$ cat src/rtl/fifo_wr_arbiter.sv
// Round-robin, packet-locked arbiter sharing the single packet-fifo write port
// among NREQ sources, with fifo backpressure and a stalled-owner watchdog.
module fifo_wr_arbiter #(
  parameter int NREQ    = 4,
  parameter int DSIZE   = 16,
  parameter int TIMEOUT = 8,
  parameter int CNTW    = 12
) (
  input  logic                      clk,
  input  logic                      rst,
  input  logic [NREQ-1:0]           src_valid,
  input  logic [NREQ-1:0]           src_last,
  input  logic [NREQ*DSIZE-1:0]     src_data,
  output logic [NREQ-1:0]           src_ready,
  input  logic                      fifo_full,
  output logic                      fifo_wreq,
  output logic [DSIZE-1:0]          fifo_wdata,
  output logic [NREQ-1:0]           gnt,
  output logic                      busy,
  output logic                      abort,
  output logic [$clog2(NREQ)-1:0]   abort_id,
  output logic [CNTW-1:0]           pkt_words,
  output logic                      pkt_done
);

  localparam int IDW = $clog2(NREQ);
  localparam int WDW = (TIMEOUT > 2) ? $clog2(TIMEOUT) : 1;
  localparam logic [WDW-1:0] WD_LAST = WDW'(TIMEOUT - 1);

  typedef enum logic {
    S_IDLE = 1'b0,
    S_BUSY = 1'b1
  } state_t;

  state_t          state;
  logic [IDW-1:0]  rr_ptr;
  logic [IDW-1:0]  gidx;
  logic [CNTW-1:0] beat_cnt;
  logic [WDW-1:0]  wd_cnt;

  logic [IDW-1:0]  pick;
  logic            pick_found;
  logic [IDW-1:0]  cand;
  logic            own_valid;
  logic            own_last;

  function automatic logic [CNTW-1:0] sat_inc(input logic [CNTW-1:0] v);
    return (v == {CNTW{1'b1}}) ? v : v + CNTW'(1);
  endfunction

  function automatic logic [NREQ-1:0] onehot(input logic [IDW-1:0] idx);
    return {{(NREQ-1){1'b0}}, 1'b1} << idx;
  endfunction

  // Rotating search starting just after the last owner.
  always_comb begin
    pick       = '0;
    pick_found = 1'b0;
    cand       = '0;
    for (int k = 1; k <= NREQ; k++) begin
      cand = IDW'((int'(rr_ptr) + k) % NREQ);
      if (!pick_found && src_valid[cand]) begin
        pick_found = 1'b1;
        pick       = cand;
      end
    end
  end

  assign own_valid = src_valid[gidx];
  assign own_last  = src_last[gidx];

  assign src_ready = gnt & {NREQ{~fifo_full & ~rst}};
  assign fifo_wreq = |(src_valid & src_ready);

  // AND-OR mux keeps the write data at zero while nobody owns the port.
  always_comb begin
    fifo_wdata = '0;
    for (int i = 0; i < NREQ; i++) begin
      if (gnt[i]) fifo_wdata = fifo_wdata | src_data[i*DSIZE +: DSIZE];
    end
  end

  always_ff @(posedge clk) begin
    if (rst) begin
      state     <= S_IDLE;
      gnt       <= '0;
      rr_ptr    <= IDW'(NREQ - 1);
      busy      <= 1'b0;
      abort     <= 1'b0;
      abort_id  <= '0;
      pkt_words <= '0;
      pkt_done  <= 1'b0;
      beat_cnt  <= '0;
      wd_cnt    <= '0;
    end else begin
      abort    <= 1'b0;
      pkt_done <= 1'b0;
      case (state)
        S_IDLE: begin
          if (pick_found) begin
            gnt      <= onehot(pick);
            gidx     <= pick;
            busy     <= 1'b1;
            beat_cnt <= '0;
            wd_cnt   <= '0;
            state    <= S_BUSY;
          end
        end
        S_BUSY: begin
          if (own_valid) begin
            // A full fifo stalls the owner without advancing the watchdog.
            if (!fifo_full) begin
              wd_cnt <= '0;
              if (own_last) begin
                pkt_words <= sat_inc(beat_cnt);
                pkt_done  <= 1'b1;
                beat_cnt  <= '0;
                rr_ptr    <= gidx;
                gnt       <= '0;
                busy      <= 1'b0;
                state     <= S_IDLE;
              end else begin
                beat_cnt <= sat_inc(beat_cnt);
              end
            end
          end else if (wd_cnt == WD_LAST) begin
            abort    <= 1'b1;
            abort_id <= gidx;
            rr_ptr   <= gidx;
            gnt      <= '0;
            beat_cnt <= '0;
            wd_cnt   <= '0;
            busy     <= 1'b0;
            state    <= S_IDLE;
          end else begin
            wd_cnt <= wd_cnt + WDW'(1);
          end
        end
        default: state <= S_IDLE;
      endcase
    end
  end

endmodule
$ cat config.mk
export PLATFORM = sky130hd
export DESIGN_NAME = fifo_wr_arbiter
export DESIGN_NICKNAME = d
export VERILOG_FILES = /design/src/rtl/fifo_wr_arbiter.sv
export SDC_FILE = /design/constraint.sdc
export NUM_CORES = 1
export LEC_CHECK = 0
export ABC_AREA = 1
export BUFFER_PORTS_ARGS = -buffer_cell sky130_fd_sc_hd__clkbuf_2
export CAP_MARGIN = 20
export CORE_MARGIN = 2
export CORE_UTILIZATION = 40
export DETAILED_ROUTE_END_ITERATION = 12
export PLACE_DENSITY = 0.78
export SYNTH_ARGS = -nofsm -noshare
export SYNTH_HDL_FRONTEND = slang
export SYNTH_SLANG_ARGS = --single-unit
$ cat constraint.sdc
create_clock -name clk -period 1.8 [get_ports clk]
set_input_delay 0.09 -clock clk [delete_from_list [all_inputs] [get_ports clk]]
set_output_delay 0.09 -clock clk [all_outputs]
set_load 0.02 [all_outputs]
# --- After elaboration in Yosys (flattened, before gate mapping) ---
# Cells that the tools add are included.
op_classes:
  add_sub_neg: 6
  mul: 0
  n_div: 0
  order_cmp: 5
  n_eq_ne: 8
  shifts: 1
  muxes: 60
  n_bitwise: 10
  n_reduce_logical: 17
ops:
  columns: ["operator", "count"]
  rows:
  - ["$mux 12", 6]
  - ["$mux 16", 4]
  - ["$or 16x16->16", 3]
  - ["$pmux 12 s2", 1]
  - ["$mux 1", 22]
  - ["$mux 4", 5]
  - ["$mux 2", 8]
  - ["$lt 2x3->1 const B", 5]
  - ["$add 12x1->12 const B", 1]
  - ["$bmux 1 s2", 6]
  - ["$eq 12x12->1 const B", 1]
  - ["$mux 3", 4]
  - ["$reduce_and 4->1", 3]
  - ["$reduce_and 3->1", 3]
  - ["$and 4x4->4", 2]
  - ["$pmux 4 s2", 1]
  - ["$reduce_or 4->1", 2]
  - ["$pmux 3 s2", 1]
  - ["$add 2x1->2 const B", 2]
  - ["$add 2x2->2 const B", 2]
  - ["$ne 2x2->1 const B", 2]
  - ["$not 1->1", 4]
  - ["$pmux 1 s2", 2]
  - ["$shl 1x2->4 const A", 1]
  - ["other kinds (12)", 16]
totals:
  regBits: 41
  latch_bits: 0
  ram_bits: 0
  rom_bits: 0
  inputBits: 75
  out_inout_bits: 42
  mem_count: 0

# --- Depth between registers and ports, before layout ---
# Gate-level depths: netlist (run 1).
logic_depth:
  depth_word: 16
  ltp_mapped: 13
  mapped_depth_nobuf: 12

# --- Worst setup path before layout (run 1) ---
# OpenSTA, ideal clock, no wires.
synth_timing:
  path_type: "register to register"
  start: "register beat_cnt[0]"
  end: "register beat_cnt[1]"
  setup_time_ns: 0.065
  arrival_time_ns: 1.519
  required_ns: 1.735
  setup_slack_ns: 0.216
  stages_incl_launch_ff: 13
  period_less_slack_ns: 1.584
  path_cell_list: "dfxtp_1 ha_1 inv_1 nor2_1 nand2_1 inv_1 nand2_1 buf_6 o21ai_1 nand2_1 nand3_1 nand2_1 nor2_1"
synth_between:
  elab_chain_len: 6
synth_rtl:
  columns: ["element", "line_no", "text"]
  rows:
  - ["start: declaration", "38", "logic [CNTW-1:0] beat_cnt;"]
  - ["start signal: assignment", "123", "beat_cnt <= sat_inc(beat_cnt);"]
  - ["$add 12x1->12 / $eq 12x12->1 (equally long branches)", "48", "return (v == {CNTW{1'b1}}) ? v : v + CNTW'(1);"]
  - ["$mux 12 (*)", "48", null]
  - ["$mux 12 (*)", "114", "if (own_last) begin"]
  - ["$mux 12 (*)", "112", "if (!fifo_full) begin"]
  - ["$mux 12 (*)", "110", "if (own_valid) begin"]
  - ["$pmux 12 s2 (*)", "98", "case (state)"]
# Every way passes the cells marked *; elsewhere a longest branch is shown, timed or not. The select of a mux whose other input is x is not followed.
# A chain may end at the register's enable or synchronous reset.

# --- Worst setup path after layout (run 1) ---
layout_timing:
  start: "register gidx[0]"
  end: "register beat_cnt[7]"
layout_between:
  elab_chain_len: 6
layout_rtl:
  columns: ["element", "line_no", "text"]
  rows:
  - ["start: declaration", "37", "logic [IDW-1:0] gidx;"]
  - ["start signal: assignment", "102", "gidx <= pick;"]
  - ["$bmux 1 s2", "70", "assign own_last = src_last[gidx];"]
  - ["$mux 1 (implied by the code)", "70", null]
  - ["$mux 12", "114", null]
  - ["$mux 12", "112", null]
  - ["$mux 12", "110", null]
  - ["$pmux 12 s2", "98", null]
# Several ways; a longest one is shown, not always the timed one. The select of a mux whose other input is x is not followed.

==> impl_metrics.json, run 1 <==
{
  "drt_iter0_drc": 75,
  "p_comb_frac": 0.454,
  "design_area_um2": 3740,
  "worst_pin_slew_ns": 0.412,
  "insertedDiodeCount": 0,
  "io_pins": 117,
  "p_seq_frac": 0.303,
  "fin_crit_sh": 0.950,
  "critPathKind": "reg2reg",
  "grt_setup_unrepaired": "true",
  "grt_pass1_wl_um": 12500,
  "clkSinkCount": 41,
  "synth_enable_flop_cells": 2,
  "period_minus_slack_ns": 1.71,
  "rr_worst_depth": 10,
  "grt_util_all_layers": 0.199,
  "drc": 0,
  "setup_viol": 0,
  "cp_max_fo": 9,
  "dieArea_um2": 7760,
  "placed_area_um2": 3530,
  "hold_viol": 0,
  "port_buffers": 116,
  "switching_share": 0.413,
  "area_delta_synth_final_pct": 32.1,
  "yosysMostFrequentCell": "nand2_1",
  "synthTopCellsByCount": "nand2_1 (164), nor2_1 (48), dfxtp_1 (39), inv_1 (39), nand3_1 (32)",
  "yosys.area.top_type_share": 0.276,
  "dpl.hpwl_um": 6150,
  "status": "completed",
  "synthTopCellsByArea": "dfxtp_1 (28%), nand2_1 (22%), nor2_1 (6.4%), nand4_1 (6.2%), nand3_1 (5.7%)",
  "cts_buffers": 5,
  "grt_max_degree": 20,
  "skew_ns": 0.00965,
  "internal-power_mw": 2.13,
  "slew_viol_final": 0,
  "start_util": 0.414,
  "critPathCaptureType": "flop",
  "ys_ff_latch": 41,
  "clkPwrFrac": 0.243,
  "cts_htree_levels": 2,
  "relSlewSlack": 0.725,
  "placementRows": 30,
  "gp_congestion": 0.925,
  "die_x_um": 88.1,
  "final_antenna_net_count": 0,
  "cts_hold_buf": 0,
  "clk_pin_slew_ns": 0.08,
  "die_y_um": 88.1,
  "fin_hold_ws_ns": 0.142,
  "yosysSeqAreaShare": 0.297,
  "yosys.cell_types.count": 36,
  "synth_ff_type": "dfxtp_1",
  "cts_tree": "yes",
  "critPathRequiredTime_ns": 1.99,
  "synth.avg_cell_area_um2": 6.28,
  "worstReg2RegStart": "gidx[0]",
  "clkLatencyLatePin_ns": 0.30,
  "maxCapViolations": 0,
  "cts_root_buf": "clkbuf_8",
  "holdPathEnd": "beat_cnt[5]",
  "timing.final.ws_setup_ns": 0.0908,
  "critPathLaunchType": "flop",
  "yosys.area.top_type": "dfxtp_1",
  "yosysWarningCount": 0,
  "post-place-ws_ns": 0.0734,
  "reg2reg_to": "beat_cnt[7]",
  "antenna_found_initial": 0,
  "synthesis.area_um2": 2830,
  "vdd_drop_max_mv": 0.527,
  "grt_pass1_vias": 2943,
  "drtPass1Iterations": 5,
  "wire_per_inst_um": 12.1,
  "p_leak_nw": 1.94,
  "p_switching_mw": 1.50,
  "hold_class": "in2reg",
  "drive_gt1_frac": 0.328,
  "overflow": 0,
  "ff2ff_setup_slack_ns": 0.09,
  "holdPathStages": 2,
  "clk_path_buf_depth": 2,
  "avgViaCountPerCell": 4.93,
  "core_um2": 6830,
  "fmax_mhz": 585,
  "wl_um": 8100,
  "power_density_nw_per_um2": 970,
  "hold_path_startpoint": "rst",
  "syn_nets": 528,
  "syn_inst": 450,
  "final_nets": 650,
  "synthArstFlopShare": 0,
  "cp.arrival_ns": 1.90,
  "vias": 3298
}
## critical path: stages, from the launching register on
cell and delay, ns:
edfxtp_1 0.47, buf_4 0.18, nand2_1 0.05, nand3_1 0.07, nand2_1 0.10, inv_2 0.07, nor2_2 0.15, nand2_2 0.13
buf_4 0.20, nand4_1 0.11, o21ai_2 0.06
## sequential cells by signal, summed over array words and instances (netlist names)
register and cells:
beat_cnt 12, pkt_words 12, gnt 4, wd_cnt 3, abort_id 2, gidx 2
rr_ptr 2, abort 1, busy 1, pkt_done 1, state 1
## layer usage
metal  up-vias  share of wire  wire length (um)  GRT usage
li1       1697              -                 -          -
met1      1464           0.41              3310      0.224
met2       122           0.51              4100      0.380
met3        15          0.070               564     0.0330
met4         0          0.016               131     0.0634
met5         -              0                 0          0
## layout by cell type, fill, tap and decap left out, drive strengths merged, types with 8 or more instances in the layout
cell	instances
nand3	35
inv	43
clkbuf	121
a21oi	8
o21ai	22
nand2	181
nand4	30
dfxtp	39
nor2	51
buf	16
## final cells by class
type                    instances  area [um^2]
repair buffers                132          708
clock buffers                   5         68.8
inverters                      43          164
flip-flops and latches         41          843
well taps                      96          120
multi-input cells             349         1770
clock inverters                 3         65.1
fillers                       683         3100
## stage by stage
stage	util	power (mW)	cells	setup TNS (ns)
after floorplan	-	2.22	450	0
after global placement	0.516	2.66	657	0
after detailed placement	0.516	2.70	657	0
after CTS	0.536	3.58	665	0
after global routing	0.547	3.85	669	-0.0310
final	0.547	3.62	669	0
## power by group through the flow
stage | registers [mW] | logic, mW | clock network (mW)
floorplan | 1.16 | 1.06 | 0
global placement | 1.11 | 1.55 | 0
detailed placement | 1.11 | 1.59 | 0
CTS | 1.09 | 1.60 | 0.891
global route | 1.11 | 1.81 | 0.925
finish | 1.10 | 1.64 | 0.881
## logic make-up (layout without fill, tap and decap cells)
logic type / after synthesis / in the layout / share of synthesized area
flip-flops: 41 / 41 / 0.297
buffers and inverters: 61 / 183 / 0.0925
AND/OR/NAND/NOR: 306 / 307 / 0.508
AO/OA/AOI/OAI: 34 / 34 / 0.0730
XOR/XNOR: 5 / 5 / 0.0155
adder cells (fa/ha/maj): 3 / 3 / 0.0133
## repair_timing
action,4_1_cts,5_1_grt
endpoints found under the setup margin,0,30
gates resized for setup,0,15
setup buffers,0,3
## worst max-delay path by stage
stage | startpoint | end | slack [ns] | cells after the start
final | gidx[0] | beat_cnt[7] | 0.09 | 10
after global routing | gidx[0] | pkt_words[3] | -0.03 | 10
after CTS | beat_cnt[1] | beat_cnt[0] | 0.06 | 11
after detailed placement | beat_cnt[1] | beat_cnt[0] | 0.07 | 11
after global placement | beat_cnt[1] | beat_cnt[0] | 0.18 | 11
after floorplan | beat_cnt[0] | beat_cnt[1] | 0.22 | 12
No activity file was read; power rests on OpenSTA's default activity.
==> run 2, diff against run 1 <==
- CORE_ASPECT_RATIO: not set -> 1.1
- CORE_UTILIZATION: 40 -> 49
- PLACE_DENSITY: 0.78 -> 0.91
==> run 2 against run 1 <==
Fmax fell by 0.97%. Clock skew fell by 0.0014 ns. Register-to-register slack got worse by 0.02 ns. Highest routed layer unchanged. Sequential share of layout area rose by 0.47 points. Via count rose by 5.0%. Final area fell by 2.0%. Critical endpoint is now beat_cnt[0]. Power fell by 7.0%.
==> impl_metrics.json, run 2 (same netlist as run 1, synthesis figures left out) <==
{
  "p_leak_nw": 1.93,
  "p_comb_frac": 0.495,
  "final_nets": 649,
  "placed_area_um2": 3490,
  "vdd_drop_max_mv": 0.478,
  "cts_htree_levels": 2,
  "grt_util_all_layers": 0.248,
  "critPathLaunchType": "flop",
  "worstReg2RegStart": "rr_ptr[0]",
  "critPathCaptureType": "flop",
  "clkLatencyLatePin_ns": 0.29,
  "nFillCells": 502,
  "grt_pass1_wl_um": 13400,
  "skew_ns": 0.00824,
  "grt_max_degree": 20,
  "cp_max_fo": 13,
  "overflow": 0,
  "die_y_um": 83.7,
  "clk_pin_slew_ns": 0.08,
  "grt_setup_unrepaired": "true",
  "drt_iter0_drc": 241,
  "vias": 3463,
  "relSlewSlack": 0.700,
  "insertedDiodeCount": 0,
  "antenna_found_initial": 0,
  "maxCapViolations": 0,
  "die_x_um": 76.4,
  "dpl.hpwl_um": 6170,
  "fin_crit_sh": 0.959,
  "avgViaCountPerCell": 5.34,
  "period_minus_slack_ns": 1.73,
  "final_util": 0.647,
  "layout_common_cells": "nand2_1 (162), clkbuf_2 (116), nor2_1 (45)",
  "internal-power_mw": 1.89,
  "cts_hold_buf": 0,
  "worst_pin_slew_ns": 0.450,
  "status": "completed",
  "placementRows": 29,
  "gp_congestion": 0.903,
  "critPathKind": "reg2reg",
  "port_buffers": 116,
  "top_regs": "beat_cnt x12, pkt_words x12, gnt x4",
  "design_area_um2": 3660,
  "drive_gt1_frac": 0.324,
  "critPathRequiredTime_ns": 1.97,
  "setup_viol": 0,
  "clkPwrFrac": 0.177,
  "power_density_nw_per_um2": 920,
  "p_seq_frac": 0.327,
  "slew_viol_final": 0,
  "cts_tree": "yes",
  "start_util": 0.500,
  "fin_tns_setup_ns": 0,
  "drtPass1Iterations": 5,
  "cts_root_buf": "clkbuf_8",
  "clkSinkCount": 41,
  "dieArea_um2": 6400,
  "io_pins": 117,
  "drc": 0,
  "core_um2": 5660,
  "final_antenna_net_count": 0,
  "hold_class": "in2reg",
  "wl_um": 8550,
  "p_switching_mw": 1.48,
  "wire_per_inst_um": 13.2,
  "crit_path_start": "rr_ptr[0]",
  "hold_path_startpoint": "rst",
  "cp.arrival_ns": 1.90,
  "cts_buffers": 5,
  "grt_pass1_vias": 3203,
  "fin_hold_ws_ns": 0.170,
  "final_common_cell": "nand2_1",
  "clk_path_buf_depth": 2,
  "hold_viol": 0,
  "switching_share": 0.440,
  "fmax_mhz": 579,
  "area_delta_synth_final_pct": 29.4
}
-- run 2: changes by cell type in the layout (fill, tap and decap cells not counted), sizes merged --
cell	before	now
clkinv	1	0
buf	16	15
clkbuf	121	123
bufinv	2	0
-- run 2: path summary, 6_finish.rpt --
path                            slack, ns  depth (start not counted)     endpoint
worst min register to register       0.47                          2    wd_cnt[1]
worst max register to register       0.07                         11  beat_cnt[0]
worst min-delay path                 0.17                          2    wd_cnt[1]
worst max-delay path                 0.07                         11  beat_cnt[0]
-- run 2: metrics by stage --
step | worst slack (ns) | power (mW) | cells
floorplan | 0.216 | 2.22 | 450
global placement | 0.119 | 2.64 | 637
CTS | 0.0862 | 3.28 | 644
finish | 0.0741 | 3.37 | 648
global route | -0.0614 | 3.58 | 648
detailed placement | 0.0211 | 2.69 | 637
-- run 2: layout make-up --
cell class	count	area, um^2	share of cell area
multi-input combinational	349	1770	0.483
sequential	41	843	0.230
timing repair buffer	131	701	0.191
inverter	43	164	0.0448
tap	77	96.3	0.0263
clock buffer	7	86.3	0.0236
-- run 2: critical path, stage by stage, from the launching register on --
cell	delay, ns
dfxtp_2	0.36
inv_4	0.08
nand2_1	0.12
nand2_1	0.13
nand2_1	0.13
nand2_2	0.11
nor2_8	0.14
nand4_4	0.16
nand3_2	0.20
nand2_1	0.07
nand2_1	0.06
nor2_1	0.04
-- run 2: repair_timing --
action | in CTS | in global routing
buffers inserted | 0 | 3
pin swaps | 0 | 2
cloned | 0 | 1
gates resized for setup | 1 | 14
hold endpoints to repair | 0 | 0
endpoints found under the setup margin | 1 | 27
-- run 2: layer usage --
layer  share of wire  global-route usage
met1            0.38               0.268
met2            0.51               0.455
met3           0.074              0.0639
met4           0.031               0.104
met5               0                   0
-- run 2: power by group through the flow --
stage                     combinational, mW  sequential, mW  clock (mW)
final                                  1.67            1.10       0.598
after global routing                   1.82            1.11       0.644
after CTS                              1.58            1.10       0.604
after detailed placement               1.57            1.12           0
after global placement                 1.52            1.11           0
after floorplan                        1.06            1.16           0
